File: src/rtl/multicycle_ctrl_fsm.sv
// rtl/multicycle_ctrl_fsm.sv - multicycle CPU control FSM (fetch/decode/exec/mem/wb/halt)
module multicycle_ctrl_fsm (
    input  logic       clk,
    input  logic       rst_n,
    input  logic [3:0] I_Opcode,
    input  logic       I_Zero,
    input  logic       I_MemReady,
    output logic       C_ALUSrc_A,
    output logic [2:0] C_ALUSrc_B,
    output logic       C_SignExtend,
    output logic [1:0] C_RegDstRead1R,
    output logic       C_RegDstRead2R,
    output logic       C_PCWrite,
    output logic       C_PCSrc,
    output logic       C_IRWrite,
    output logic       C_MemRead,
    output logic       C_MemWrite,
    output logic       C_RegWrite,
    output logic       C_Halted,
    output logic       C_Illegal
);

    typedef enum logic [2:0] {
        S_FETCH  = 3'd0,
        S_DECODE = 3'd1,
        S_EXEC   = 3'd2,
        S_MEM    = 3'd3,
        S_WB     = 3'd4,
        S_HALT   = 3'd5
    } state_t;

    localparam logic [3:0] OP_R    = 4'b0000;
    localparam logic [3:0] OP_ADDI = 4'b0001;
    localparam logic [3:0] OP_ORI  = 4'b0010;
    localparam logic [3:0] OP_LW   = 4'b0011;
    localparam logic [3:0] OP_SW   = 4'b0100;
    localparam logic [3:0] OP_BEQ  = 4'b0101;
    localparam logic [3:0] OP_JMP  = 4'b0110;
    localparam logic [3:0] OP_HALT = 4'b1111;

    state_t     state_q, state_d;
    logic [3:0] opcode_q, opcode_d;
    logic       illegal_q, illegal_d;

    always_ff @(posedge clk or negedge rst_n) begin
        if (!rst_n) begin
            state_q   <= S_FETCH;
            opcode_q  <= 4'b0000;
            illegal_q <= 1'b0;
        end else begin
            state_q   <= state_d;
            opcode_q  <= opcode_d;
            illegal_q <= illegal_d;
        end
    end

    always_comb begin
        state_d   = state_q;
        opcode_d  = opcode_q;
        illegal_d = illegal_q;
        case (state_q)
            S_FETCH: begin
                if (I_MemReady) state_d = S_DECODE;
            end
            S_DECODE: begin
                opcode_d = I_Opcode;
                case (I_Opcode)
                    OP_R, OP_ADDI, OP_ORI, OP_LW,
                    OP_SW, OP_BEQ, OP_JMP: state_d = S_EXEC;
                    OP_HALT:               state_d = S_HALT;
                    default: begin
                        state_d   = S_HALT;
                        illegal_d = 1'b1;
                    end
                endcase
            end
            S_EXEC: begin
                case (opcode_q)
                    OP_R, OP_ADDI, OP_ORI: state_d = S_WB;
                    OP_LW, OP_SW:          state_d = S_MEM;
                    default:               state_d = S_FETCH;
                endcase
            end
            S_MEM: begin
                if (I_MemReady) state_d = (opcode_q == OP_LW) ? S_WB : S_FETCH;
            end
            S_WB:    state_d = S_FETCH;
            S_HALT:  state_d = S_HALT;
            default: state_d = S_FETCH;
        endcase
    end

    // Outputs are gated by rst_n so nothing strobes while reset is held.
    always_comb begin
        C_ALUSrc_A     = 1'b0;
        C_ALUSrc_B     = 3'b000;
        C_SignExtend   = 1'b0;
        C_RegDstRead1R = 2'b00;
        C_RegDstRead2R = 1'b0;
        C_PCWrite      = 1'b0;
        C_PCSrc        = 1'b0;
        C_IRWrite      = 1'b0;
        C_MemRead      = 1'b0;
        C_MemWrite     = 1'b0;
        C_RegWrite     = 1'b0;
        C_Halted       = 1'b0;
        C_Illegal      = illegal_q & rst_n;
        if (rst_n) begin
            case (state_q)
                S_FETCH: begin
                    C_MemRead  = 1'b1;
                    C_ALUSrc_B = 3'b001;
                    C_IRWrite  = I_MemReady;
                    C_PCWrite  = I_MemReady;
                end
                S_DECODE: begin
                    C_ALUSrc_B = 3'b011;
                end
                S_EXEC: begin
                    case (opcode_q)
                        OP_R: begin
                            C_ALUSrc_A = 1'b1;
                        end
                        OP_ADDI, OP_LW: begin
                            C_ALUSrc_A   = 1'b1;
                            C_ALUSrc_B   = 3'b010;
                            C_SignExtend = 1'b1;
                        end
                        OP_ORI: begin
                            C_ALUSrc_A = 1'b1;
                            C_ALUSrc_B = 3'b010;
                        end
                        OP_SW: begin
                            C_ALUSrc_A     = 1'b1;
                            C_ALUSrc_B     = 3'b010;
                            C_SignExtend   = 1'b1;
                            C_RegDstRead2R = 1'b1;
                        end
                        OP_BEQ: begin
                            C_ALUSrc_A = 1'b1;
                            C_PCWrite  = I_Zero;
                            C_PCSrc    = 1'b1;
                        end
                        OP_JMP: begin
                            C_ALUSrc_B = 3'b100;
                            C_PCWrite  = 1'b1;
                        end
                        default: ;
                    endcase
                end
                S_MEM: begin
                    if (opcode_q == OP_LW) begin
                        C_MemRead = 1'b1;
                    end else begin
                        C_MemWrite     = 1'b1;
                        C_RegDstRead2R = 1'b1;
                    end
                end
                S_WB:    C_RegWrite = 1'b1;
                S_HALT:  C_Halted   = 1'b1;
                default: ;
            endcase
        end
    end

endmodule

File: config.mk
export PLATFORM = sky130hd
export DESIGN_NAME = multicycle_ctrl_fsm
export DESIGN_NICKNAME = d
export VERILOG_FILES = /design/src/rtl/multicycle_ctrl_fsm.sv
export SDC_FILE = /design/constraint.sdc
export NUM_CORES = 1
export LEC_CHECK = 0
export ABC_AREA = 1
export ABC_CLOCK_PERIOD_IN_PS = 3500
export CAP_MARGIN = 20
export CORE_MARGIN = 4
export CORE_UTILIZATION = 28
export DETAILED_ROUTE_END_ITERATION = 7
export GPL_ROUTABILITY_DRIVEN = 0
export SKIP_CTS_REPAIR_TIMING = 1
export SYNTH_ARGS = -nofsm -noshare
export SYNTH_HDL_FRONTEND = slang
export SYNTH_SLANG_ARGS = --single-unit
File: constraint.sdc
create_clock -name clk -period 3.5 [get_ports clk]
set_clock_uncertainty 0.1 [all_clocks]
set_input_delay 0.7 -clock clk [delete_from_list [all_inputs] [get_ports clk]]
set_output_delay 0.7 -clock clk [all_outputs]
set_load 0.03 [all_outputs]
# After elaboration in Yosys (flattened, before gate mapping)
# Index checks and enable logic that the tools add are counted.
[totals] word_cells=73 out_inout_bits=16 reg_bits=8 inputBits=8
[classes] reduce_logical=12 bitwise_logic=2 n_mux=36 eq_ne=20
[op_table] cell="== test 4 x 3 -> 1 bit, second input constant" n=6
[op_table] cell="two-way mux 1 bit" n=23
[op_table] cell="== test 4 x 2 -> 1 bit, second input constant" n=4
[op_table] cell="two-way mux 3 bit" n=5
[op_table] cell="one-hot mux 3 bit (5 select lines)" n=1
[op_table] cell="one-hot mux 3 bit (2 select lines)" n=2
[op_table] cell="one-hot mux 3 bit (3 select lines)" n=1
[op_table] cell="== test 4 x 1 -> 1 bit, second input constant" n=2
[op_table] cell="logical NOT 4 bit" n=2
[op_table] cell="one-hot mux 1 bit (2 select lines)" n=4
[op_table] cell="OR reduction 8 bit" n=1
[op_table] cell="OR reduction 7 bit" n=1
[op_table] cell="== test 3 x 2 -> 1 bit, second input constant" n=2
[op_table] cell="== test 3 bit, second input constant" n=2
[op_table] cell="OR reduction 3 bit" n=2
[op_table] cell="OR reduction 6 bit" n=1
[op_table] cell="== test 4 bit, second input constant" n=1
[op_table] cell="!= test 2 bit, second input constant" n=2
[op_table] cell="AND reduction 2 bit" n=2
[op_table] cell="OR reduction 4 bit" n=1
[op_table] cell="== test 3 x 1 -> 1 bit, second input constant" n=1
[op_table] cell="logical NOT 3 bit" n=1
[op_table] cell="OR reduction 2 bit" n=1
[op_table] cell="bitwise AND 1 bit" n=1
[op_table] cell="inverter 1 bit" n=1

# Longest topological paths before layout
# Gate-level depths: netlist of run 1.
[depth] ltp_word=5 ltp_mapped=8 ltp_nobuf=8

# Worst setup path before layout of run 1
# Ideal clock, no wire load.
[synth_timing] path_kind="input to output" startpoint="input rst_n" endpoint="output C_RegWrite" t_required_ns=2.700 setup_slack_ns=1.008 arrival_time_ns=1.692 stages=2 n_path_buf=0 path_cell_list="inv_1 > nor4_1"
[synth_between] elab_chain_cells=1
[synth_rtl] element="start: declaration" line="4" rtl="input logic rst_n,"
[synth_rtl] element="two-way mux 1 bit" line="108" rtl="if (rst_n) begin"
[synth_rtl] element="end: declaration" line="18" rtl="output logic C_RegWrite,"
# Every way passes these cells.

# Worst setup path in the final report of run 1
[layout_timing] startpoint="input rst_n" endpoint="output C_ALUSrc_A"
[layout_between] elab_chain_cells=1
[layout_rtl] element="two-way mux 1 bit" line="108"
[layout_rtl] element="end: declaration" line="8" rtl="output logic C_ALUSrc_A,"
# Every way passes these cells.

==> results of run 1 <==
[where the power goes]
group / leakage (nW) / switching, mW / total [mW] / internal (mW)
clock network: 0.0138 / 0.0269 / 0.0658 / 0.0389
registers: 0.0925 / 0.0547 / 0.187 / 0.132
logic: 0.317 / 0.251 / 0.392 / 0.141
total: 0.424 / 0.333 / 0.644 / 0.311
[per-stage QoR]
| step | hold slack [ns] | worst slack, ns |
|---|---|---|
| floorplan | 0.304 | 1.01 |
| global placement | 0.363 | 0.279 |
| detailed placement | 0.389 | 0.271 |
| CTS | 0.404 | 0.247 |
| global route | 0.430 | 0.0905 |
| finish | 0.388 | 0.270 |
[cell families after synthesis]
logic type,synth area share
buffers and inverters,0.115
DFF,0.322
and+or+nand+nor,0.451
AOI/OAI and AO/OA,0.107
other,0.00603
[layout make-up]
class                      count  area, sq um
fill                         217         1150
multi-input combinational     68          354
timing repair buffer          23          220
sequential                     8          200
inverter                      15         56.3
tap                           27         33.8
clock buffer                   3         22.5
[path summary, 6_finish.rpt]
kind | end | cells after the start | startpoint
setup / recovery | C_ALUSrc_A | 5 | rst_n
hold / removal | illegal_q | 1 | illegal_q
setup reg to reg | state_q[0] | 6 | state_q[1]
hold reg to reg | illegal_q | 1 | illegal_q
max in group asynchronous | illegal_q | 3 | rst_n
min in group asynchronous | state_q[1] | 1 | rst_n
[layer usage]
layer / up-vias / wire, microns / GRT usage
met5: - / 0 / 0
met4: 0 / 23 / 0.0729
met3: 2 / 69 / 0.00804
met2: 15 / 653 / 0.163
met1: 284 / 724 / 0.155
li1: 334 / - / -
[cells in the mapped netlist (2+ instances only)]
cell,count,area (sq um)
nand2_2,3,18.8
dfrtp_1,8,200
inv_2,3,11.3
inv_1,12,45.0
buf_4,2,15.0
nor2_1,10,37.5
nor2_2,6,37.5
nand3_1,8,40.0
nand2_1,21,78.8
nor2_4,2,22.5
a21oi_1,6,30.0
[sequential cells by signal, summed over array words and instances, names as in the netlist]
signal / cells
illegal_q: 1
opcode_q: 4
state_q: 3
==> impl_metrics.tcl, run 1 <==
set metrics [dict create \
    outcome "complete, no violations" \
    drtIter0Drc 15 \
    slowest_stage "clkdlybuf4s50_1" \
    ios 24 \
    cellPowerDensity_mw_per_mm2 726 \
    htree_levels 1 \
    yosysWarnings 0 \
    ant_nets 0 \
    dpl.cell_count 141 \
    clockRootBuffer "clkbuf_4" \
    die_h_microns 55.1 \
    crit_buf_inv 3 \
    antenna_found_initial 0 \
    syn_area_sq_um 622 \
    die_x_microns 55.1 \
    final_max_slew_viol_count 0 \
    leakagePower_nw 0.424 \
    overflow 0 \
    synth-edff-count 0 \
    synth_cell_type_count 22 \
    cts_buffer_depth 2 \
    min_period_ns 3.23 \
    fp-row-count 16 \
    end_kind "output pin" \
    first_global_vias 535 \
    clk_pin_slew_ns 0.05 \
    critPathKind "input pin to output pin" \
    r2r_setup_slack_ns 2.16 \
    grt_max_degree 11 \
    wire_per_inst_microns 10.2 \
    path_delay_family "buffers and inverters" \
    area_growth_pct 42.7 \
    async_reset_ff_frac 1.00 \
    drc 0 \
    total_power_uw 644 \
    numCtsBuffers 3 \
    final_layout_size_suffix_gt1_frac 0.214 \
    fin_area_sq_um 887 \
    arrival_ns 2.43 \
    fin_tns_setup_ns 0 \
    final_common_cell "nand2_1" \
    cp_max_fo 6 \
    finalSetupViolations 0 \
    fin_cells 144 \
    start_kind "input pin" \
    grt_use_total 0.111 \
    antenna_cells 0 \
    dr_total_vias 635 \
    final_cell_mix "nand2_1, clkdlybuf4s50_1, inv_1, nor2_1" \
    rsz0062_at_grt "false" \
    timing.max_cap.violations 0 \
    synth_seq_cells 8 \
    final-hold-violation-count 0 \
    timing.final.crit_share 0.923 \
    crit_top_cell "clkdlybuf4s50_1" \
    wl_mm 1.47 \
    cpPeakStageDelay_ns 0.71 \
    crit_required_ns 2.70 \
    portBuffers 21 \
    dr.pass1.iters 4 \
    max_freq_mhz 310 \
    vias_per_cell 4.41 \
    dieArea_sq_mm 0.00304 \
    hold_class "register to register" \
    cts.sinks 8 \
    grt_pass1_wl_mm 2.36 \
    syn_avg_cell_area_sq_um 6.76 \
    vdd_drop_max_mv 0.304 \
    ys.flop_type "dfrtp_1" \
    fin_nets 127 \
    cts_tree "yes" \
    initial_core_util 0.305 \
    dpl.hpwl_mm 1.25 \
    synth_seq_area_share 0.322 \
    path_cells "clkdlybuf4s50_1, buf_4, nand2_1, a211oi_1, clkdlybuf4s50_1" \
    utilization 0.434 \
    synthCells 92 \
    worstSkewPairLatency_ns 0.24 \
    placed_area_sq_um 865 \
    coreArea_sq_mm 0.00204 \
]
No activity file was read; power rests on OpenSTA's default activity.
==> run 2: changes to the inputs <==
CORE_ASPECT_RATIO = 1.1   (was default)
==> run 2 against run 1 <==
Combinational power fell by 1%; sequential share of layout area rose by 0.16 points; register-to-register slack improved by 0.04 ns; via count fell by 2.2%; power fell by 1.0%; worst setup slack got worse by 0.020 ns; critical path depth fell by 1; clock power rose by 0.9%; final cell count did not move; first-iteration DRC count fell by 33%; largest power group unchanged; die area barely moved.
==> impl_metrics.tcl, run 2 (synthesis gave the netlist of run 1 again) <==
set metrics [dict create \
    hold_class "register to register" \
    antenna_cells 0 \
    final-hold-violation-count 0 \
    arrival_ns 2.45 \
    grt_max_degree 11 \
    vias_per_cell 4.31 \
    htree_levels 1 \
    largest_reg_flops 4 \
    grt_pass1_wl_mm 2.42 \
    dpl.hpwl_mm 1.19 \
    coreArea_sq_mm 0.00206 \
    clockRootBuffer "clkbuf_4" \
    cts_tree "yes" \
    setup_ws_ns 0.250 \
    portBuffers 21 \
    end_kind "output pin" \
    critPathKind "input pin to output pin" \
    worstSkewPairLatency_ns 0.25 \
    overflow 0 \
    pre_cts_ws_ns 0.201 \
    initial_core_util 0.301 \
    placed_area_sq_um 858 \
    cts.sinks 8 \
    grt_use_total 0.105 \
    rsz0062_at_grt "false" \
    hold_path_depth 1 \
    area_growth_pct 41.7 \
    leakagePower_nw 0.419 \
    dieArea_sq_mm 0.00304 \
    fin_tns_setup_ns 0 \
    die_x_microns 52.9 \
    max_freq_mhz 308 \
    wire_per_inst_microns 9.62 \
    ios 24 \
    timing.final.crit_share 0.928 \
    antenna_found_initial 0 \
    cts_buffer_depth 2 \
    fin_area_sq_um 881 \
    ant_nets 0 \
    final_layout_size_suffix_gt1_frac 0.207 \
    fp-row-count 17 \
    finalSetupViolations 0 \
    vdd_drop_max_mv 0.341 \
    outcome "complete, no violations" \
    dr_total_vias 621 \
    reg2regPathDepth 6 \
    dr.pass1.iters 4 \
    min_period_ns 3.25 \
    cellPowerDensity_mw_per_mm2 724 \
    timing.max_cap.violations 0 \
    cp_max_fo 7 \
    regMostFlops "opcode_q" \
    drc 0 \
    final_cell_mix "nand2_1, clkdlybuf4s50_1, inv_1, nor2_1" \
    total_power_uw 637 \
    start_kind "input pin" \
    first_global_vias 575 \
    crit_required_ns 2.70 \
    die_h_microns 57.4 \
    final_max_slew_viol_count 0 \
    drtIter0Drc 10 \
    wl_mm 1.39 \
    reg.largest.list "opcode_q: 4 flops, state_q: 3 flops, illegal_q: 1 flops" \
    fin_nets 126 \
    numCtsBuffers 3 \
    clk_pin_slew_ns 0.05 \
    final_common_cell "nand2_1" \
]
## run 2: changes by cell type in the layout (fill, tap and decap cells not counted)
cell | before | now
buf_4 | 4 | 3
## run 2: final timing paths
| check | startpoint | endpoint | slack (ns) |
|---|---|---|---|
| worst min-delay path | illegal_q | illegal_q | 0.38 |
| max in group asynchronous | rst_n | opcode_q[3] | 2.33 |
| min in group asynchronous | rst_n | illegal_q | 0.59 |
| worst min register to register | illegal_q | illegal_q | 0.38 |
| worst max register to register | state_q[1] | state_q[0] | 2.20 |
| worst max-delay path | rst_n | C_IRWrite | 0.25 |
## run 2: area by class of cell
cell class	instances	area, sq um
inverter	15	56.3
sequential	8	200
tap	28	35.0
clock buffer	3	22.5
multi-input combinational	68	354
fill	226	1180
timing repair buffer	22	213
## run 2: power by group
group	internal, mW	switching (mW)	total [mW]
Combinational	0.140	0.247	0.387
Clock	0.0390	0.0274	0.0664
Sequential	0.132	0.0518	0.184
Total	0.311	0.327	0.637
## run 2: critical path, stage by stage
cell and delay, ns:
clkdlybuf4s50_1 0.61, inv_1 0.18, nor3_2 0.24, clkdlybuf4s50_1 0.71
## run 2: per-stage QoR
step	util	cells	hold WS (ns)
after global routing	0.427	144	0.406
after CTS	0.427	144	0.382
after floorplan	-	93	0.304
final	0.427	144	0.378
after global placement	0.416	141	0.370
after detailed placement	0.416	141	0.370
## run 2: layer usage
metal | GRT usage | part of all wire
met1 | 0.135 | 0.45
met2 | 0.167 | 0.48
met3 | 0.0339 | 0.061
met4 | 0.0328 | 0.0058
met5 | 0 | 0
==> patch 1, RTL diff (flow settings as in run 1) <==
Re-encode `state_t` (6 states) as one-hot, 6 bits wide.
--- a/src/rtl/multicycle_ctrl_fsm.sv
+++ b/src/rtl/multicycle_ctrl_fsm.sv
@@ -22,9 +22,9 @@
 
-    typedef enum logic [2:0] {
-        S_FETCH  = 3'd0,
-        S_DECODE = 3'd1,
-        S_EXEC   = 3'd2,
-        S_MEM    = 3'd3,
-        S_WB     = 3'd4,
-        S_HALT   = 3'd5
+    typedef enum logic [5:0] {
+        S_FETCH  = 6'b000001,
+        S_DECODE = 6'b000010,
+        S_EXEC   = 6'b000100,
+        S_MEM    = 6'b001000,
+        S_WB     = 6'b010000,
+        S_HALT   = 6'b100000
     } state_t;
Formal check against the unedited RTL: no difference found for any inputs over 10 cycles, from zero or initial values and one cycle with rst_n low; not proved beyond that.
==> patch 1 against run 1 <==
Cell area increased by 20%. Sequential cell count increased by 3. Power increased by 2.6%. Wire length increased by 27%. Largest power group unchanged. Synthesized area increased by 30%. Setup slack improved by 0.11 ns. Core utilization decreased by 4.7 points. First-iteration DRC count decreased by 6.7%. Sequential share of layout area increased by 3.3 points.
==> patch 1: results (changes against run 1) <==
CP top delay family=buffers and inverters; Net count, final=150 (+18%); TritonCTS Buffers=3 (unchanged); Critical Path Slowest Stage Cell=clkdlybuf4s50_1; worst flop-to-flop path startpoint=state_q[3]; fill cell count=305 (+41%); vias in the first global route=784 (+47%); dpl hpwl=1.58 mm (+26%); vias per cell=4.49 (+1.8%); warnings from Yosys=0 (unchanged); TritonRoute pass-1 iters=4 (unchanged); Setup crit start=rst_n; share of cells above drive strength 1=20.6% (-0.80 points); Iteration-0 DRC Markers=14 (-1); maximum VDD drop=303 µV (-0.49%); Synth Area per Inst=6.96 µm² (+2.9%); H-tree levels=1 (unchanged); largest net degree at the start of global routing=14 (+3); Skew-Pair Late Insertion Delay=0.26 ns (+0.02 ns); Hold Path Class=reg -> reg; number of library cell types mapped by synthesis=26 (+18%); sequential fraction of the synthesis area=34.3% (+2.1 points); Clock Root Buffer=clkbuf_4; Max FO, Critical Path=8 (+2); CTS Buffer Depth=2 (unchanged); M2 GR Usage=18.8% (+2.5 points); routed vias=772 (+22%); Commonest cells post-synth=nand2_1 (24), inv_1 (22), nor2_1 (15); antenna diode count=0 (unchanged); # setup viols final=0 (unchanged); initial antenna violation count=0 (unchanged); asr flop ratio synth=100% (unchanged); biggest regs=state_q: 6 flops, opcode_q: 4 flops, illegal_q: 1 flops; P_leak=0.561 nW (+32%); crit path DAT=2.32 ns (-0.11 ns); GR Layer Usage met1=15.5% (-0.019 points); routed wire length=1.86 mm (+27%); top_reg_cell synth=dfrtp_1; Post-Place Cells=168 (+19%); routing usage on met3=2.52% (+1.7 points); main area contributors after synthesis=dfrtp_1 (31%), nand2_1 (11%), inv_1 (10%), nor2_1 (7.0%), nand3_1 (5.6%); run status=complete, no violations; Worst-path clk slew=0.07 ns (+0.02 ns); GRT Total Usage=11.6% (+0.52 points); first-pass GRT wire length=3.29 mm (+40%); critical path's largest stage delay=0.70 ns; I/O Buffers=21 (unchanged)
## patch 1: cells by family after synthesis
kind of cell | synth area share [%]
AND/OR/NAND/NOR | 39.5
flip-flops | 34.3
other | 0.465
buffers and inverters | 13.2
AO/OA/AOI/OAI | 12.6
## patch 1: stage by stage
| step | area (µm²) | worst slack [ns] | hold WS (ns) | total power [mW] | util [%] |
|---|---|---|---|---|---|
| 2_1_floorplan | 811 | 1.35 | 0.304 | 0.483 | - |
| 3_3_place_gp | 1040 | 0.386 | 0.382 | 0.577 | 37.7 |
| 3_5_place_dp | 1040 | 0.368 | 0.369 | 0.581 | 37.7 |
| 4_1_cts | 1070 | 0.354 | 0.405 | 0.669 | 38.7 |
| 5_1_grt | 1070 | 0.313 | 0.437 | 0.732 | 38.7 |
| 6_report | 1070 | 0.378 | 0.399 | 0.661 | 38.7 |
## patch 1: routing by layer
metal / wire [µm] / share of wire, %
met1: 926 / 50
met2: 843 / 45
met3: 83 / 4.5
met4: 8 / 0.43
met5: 0 / 0
## patch 1: final cells by class
| type | count | share of cell area [%] |
|---|---|---|
| Clock buffer | 3 | 2.11 |
| Tap cell | 31 | 3.63 |
| Sequential cell | 11 | 25.9 |
| Multi-Input combinational cell | 80 | 40.1 |
| Timing Repair Buffer | 23 | 19.7 |
| Inverter | 23 | 8.09 |
| Clock inverter | 1 | 0.469 |
## patch 1: worst paths after layout
path	to	slack (ns)	cells past startpoint
hold reg to reg	illegal_q	0.40	1
setup reg to reg	state_q[0]	2.07	6
hold / removal	illegal_q	0.40	1
setup / recovery	C_ALUSrc_A	0.38	4
min in group asynchronous	state_q[3]	0.84	2
max in group asynchronous	state_q[0]	2.27	2
## patch 1: where the power goes
group	switching, mW	internal, mW	total, mW
Sequential	0.0623	0.175	0.238
Combinational	0.215	0.124	0.339
Clock	0.0424	0.0422	0.0846
==> patch 2, RTL diff (config.mk and constraints of run 1) <==
Made on the original files. Reset style: synchronous (`rst_n`), changed in one clocked block.
--- a/src/rtl/multicycle_ctrl_fsm.sv
+++ b/src/rtl/multicycle_ctrl_fsm.sv
@@ -44,3 +44,3 @@
 
-    always_ff @(posedge clk or negedge rst_n) begin
+    always_ff @(posedge clk) begin
         if (!rst_n) begin
Behaviour: same outputs for any inputs over 10 cycles, from zero or initial values and one cycle with rst_n low; that may be too few to reach the edited logic, so the function may still have changed.
==> patch 2 against run 1 <==
Count of clock-buffer cells in the layout is the same. Hold slack worse by 0.039 ns. Power shrank 35%. Setup slack gained 0.092 ns. Maximum frequency increased by 2.9%. Sequential cell count is the same. Wire length is 2.2% higher. Die area is 1.0% higher. Core utilization fell by 0.98 points. Synthesized area up 1.2%. Non-clock buffer count fell by 1. Cell area fell by 2.3%. Critical endpoint is now C_ALUSrc_B[2]. Highest routed layer unchanged.
==> patch 2: results (changes against run 1) <==
run status=complete, no violations; largest net degree at the start of global routing=12 (+1); post-detailed-route wirelength per cell=9.63 µm (-5.7%); Critical Path Sink=C_ALUSrc_B[2]; Met1 Wirelength=736 µm (+1.7%); main area contributors after synthesis=dfxtp_1 (25%), nand2_1 (15%), inv_1 (8.9%), nand3_1 (8.7%), o21ai_0 (7.2%); worst hold path endpoint=illegal_q; die area=3070 µm² (+1.0%); crit path DAT=2.34 ns (-0.09 ns); ClkCell Share=2.60% (+0.059 points); sequential fraction of the synthesis area=25.4% (-6.7 points); maximum VDD drop=259 µV (-15%); routed vias=700 (+10%); Non-Filler Instances=156 (+8.3%); Max FO, Critical Path=11 (+5); internal power=228 µW (-27%); top_reg_cell synth=dfxtp_1; share of cells above drive strength 1=11.6% (-9.7 points); critical path's largest stage delay=0.67 ns (-0.04 ns); worst flop-to-flop path startpoint=state_q[0]; fill cell count=228 (+5.1%); asr flop ratio synth=0% (-100 points); P_leak=0.407 nW (-3.9%); dpl hpwl=1.25 mm (-0.67%); reg2reg setup slack=2.21 ns (+0.05 ns); buffering overhead=25.1% (+0.28 points); placed cell area=845 µm² (-2.3%); inverter count=20 (+5); Net count, final=139 (+9.4%); Iteration-0 DRC Markers=9 (-6); #MultiIn Comb=76 (+12%); Multi-input gate area=358 µm² (+1.1%); Post-Synthesis Cells=107 (+16%); warnings from Yosys=0 (unchanged); GRT Total Usage=10.0% (-1.1 points); Post-Place Cells=153 (+8.5%); vias in the first global route=607 (+13%); Repair and plain buffers=22 (-4.3%); Reg2Reg Capture Point=state_q[2]; worst hold path startpoint=illegal_q
-- patch 2: cell types whose count changed after synthesis, moves of 3 or more --
cell / before / now
nor2_2: 6 / 2
nand2_1: 21 / 25
nand3_1: 8 / 11
dfxtp_1: 0 / 8
inv_1: 12 / 15
dfrtp_1: 8 / 0
o21ai_0: 0 / 9
-- patch 2: power groups by stage --
stage / Clock [mW] / Sequential (mW) / Combinational (mW)
6_report: 0.0697 / 0.144 / 0.204
4_1_cts: 0.0713 / 0.144 / 0.206
3_3_place_gp: 0 / 0.145 / 0.204
2_1_floorplan: 0 / 0.139 / 0.152
5_1_grt: 0.0760 / 0.149 / 0.228
3_5_place_dp: 0 / 0.146 / 0.205
-- patch 2: per-layer routing --
layer  GRT usage, %  vias to the layer above
met1           12.9                      299
met2           16.0                       15
li1               -                      382
met5              0                        -
met4           5.21                        0
met3           1.40                        4
-- patch 2: kinds of logic (layout without fill, tap and decap cells) --
group | Yosys count | after routing | synth area share [%]
and+or+nand+nor | 56 | 56 | 40.8
buffers and inverters | 24 | 45 | 18.3
AOI/OAI and AO/OA | 18 | 18 | 14.9
DFF | 8 | 8 | 25.4
other | 1 | 2 | 0.596
-- patch 2: metrics by stage --
| step | util, % | hold WS (ns) | power (mW) | setup WS, ns |
|---|---|---|---|---|
| 2_1_floorplan | - | 0.319 | 0.290 | 0.823 |
| 3_3_place_gp | 41.4 | 0.339 | 0.349 | 0.386 |
| 3_5_place_dp | 41.4 | 0.339 | 0.351 | 0.358 |
| 4_1_cts | 42.5 | 0.354 | 0.421 | 0.359 |
| 5_1_grt | 42.5 | 0.378 | 0.453 | 0.262 |
| 6_report | 42.5 | 0.349 | 0.417 | 0.362 |
-- patch 2: critical path, delay by kind of cell --
family / cells / cell delay, ns
buffers and inverters: 3 / 1.26
AND/OR/NAND/NOR: 3 / 0.38
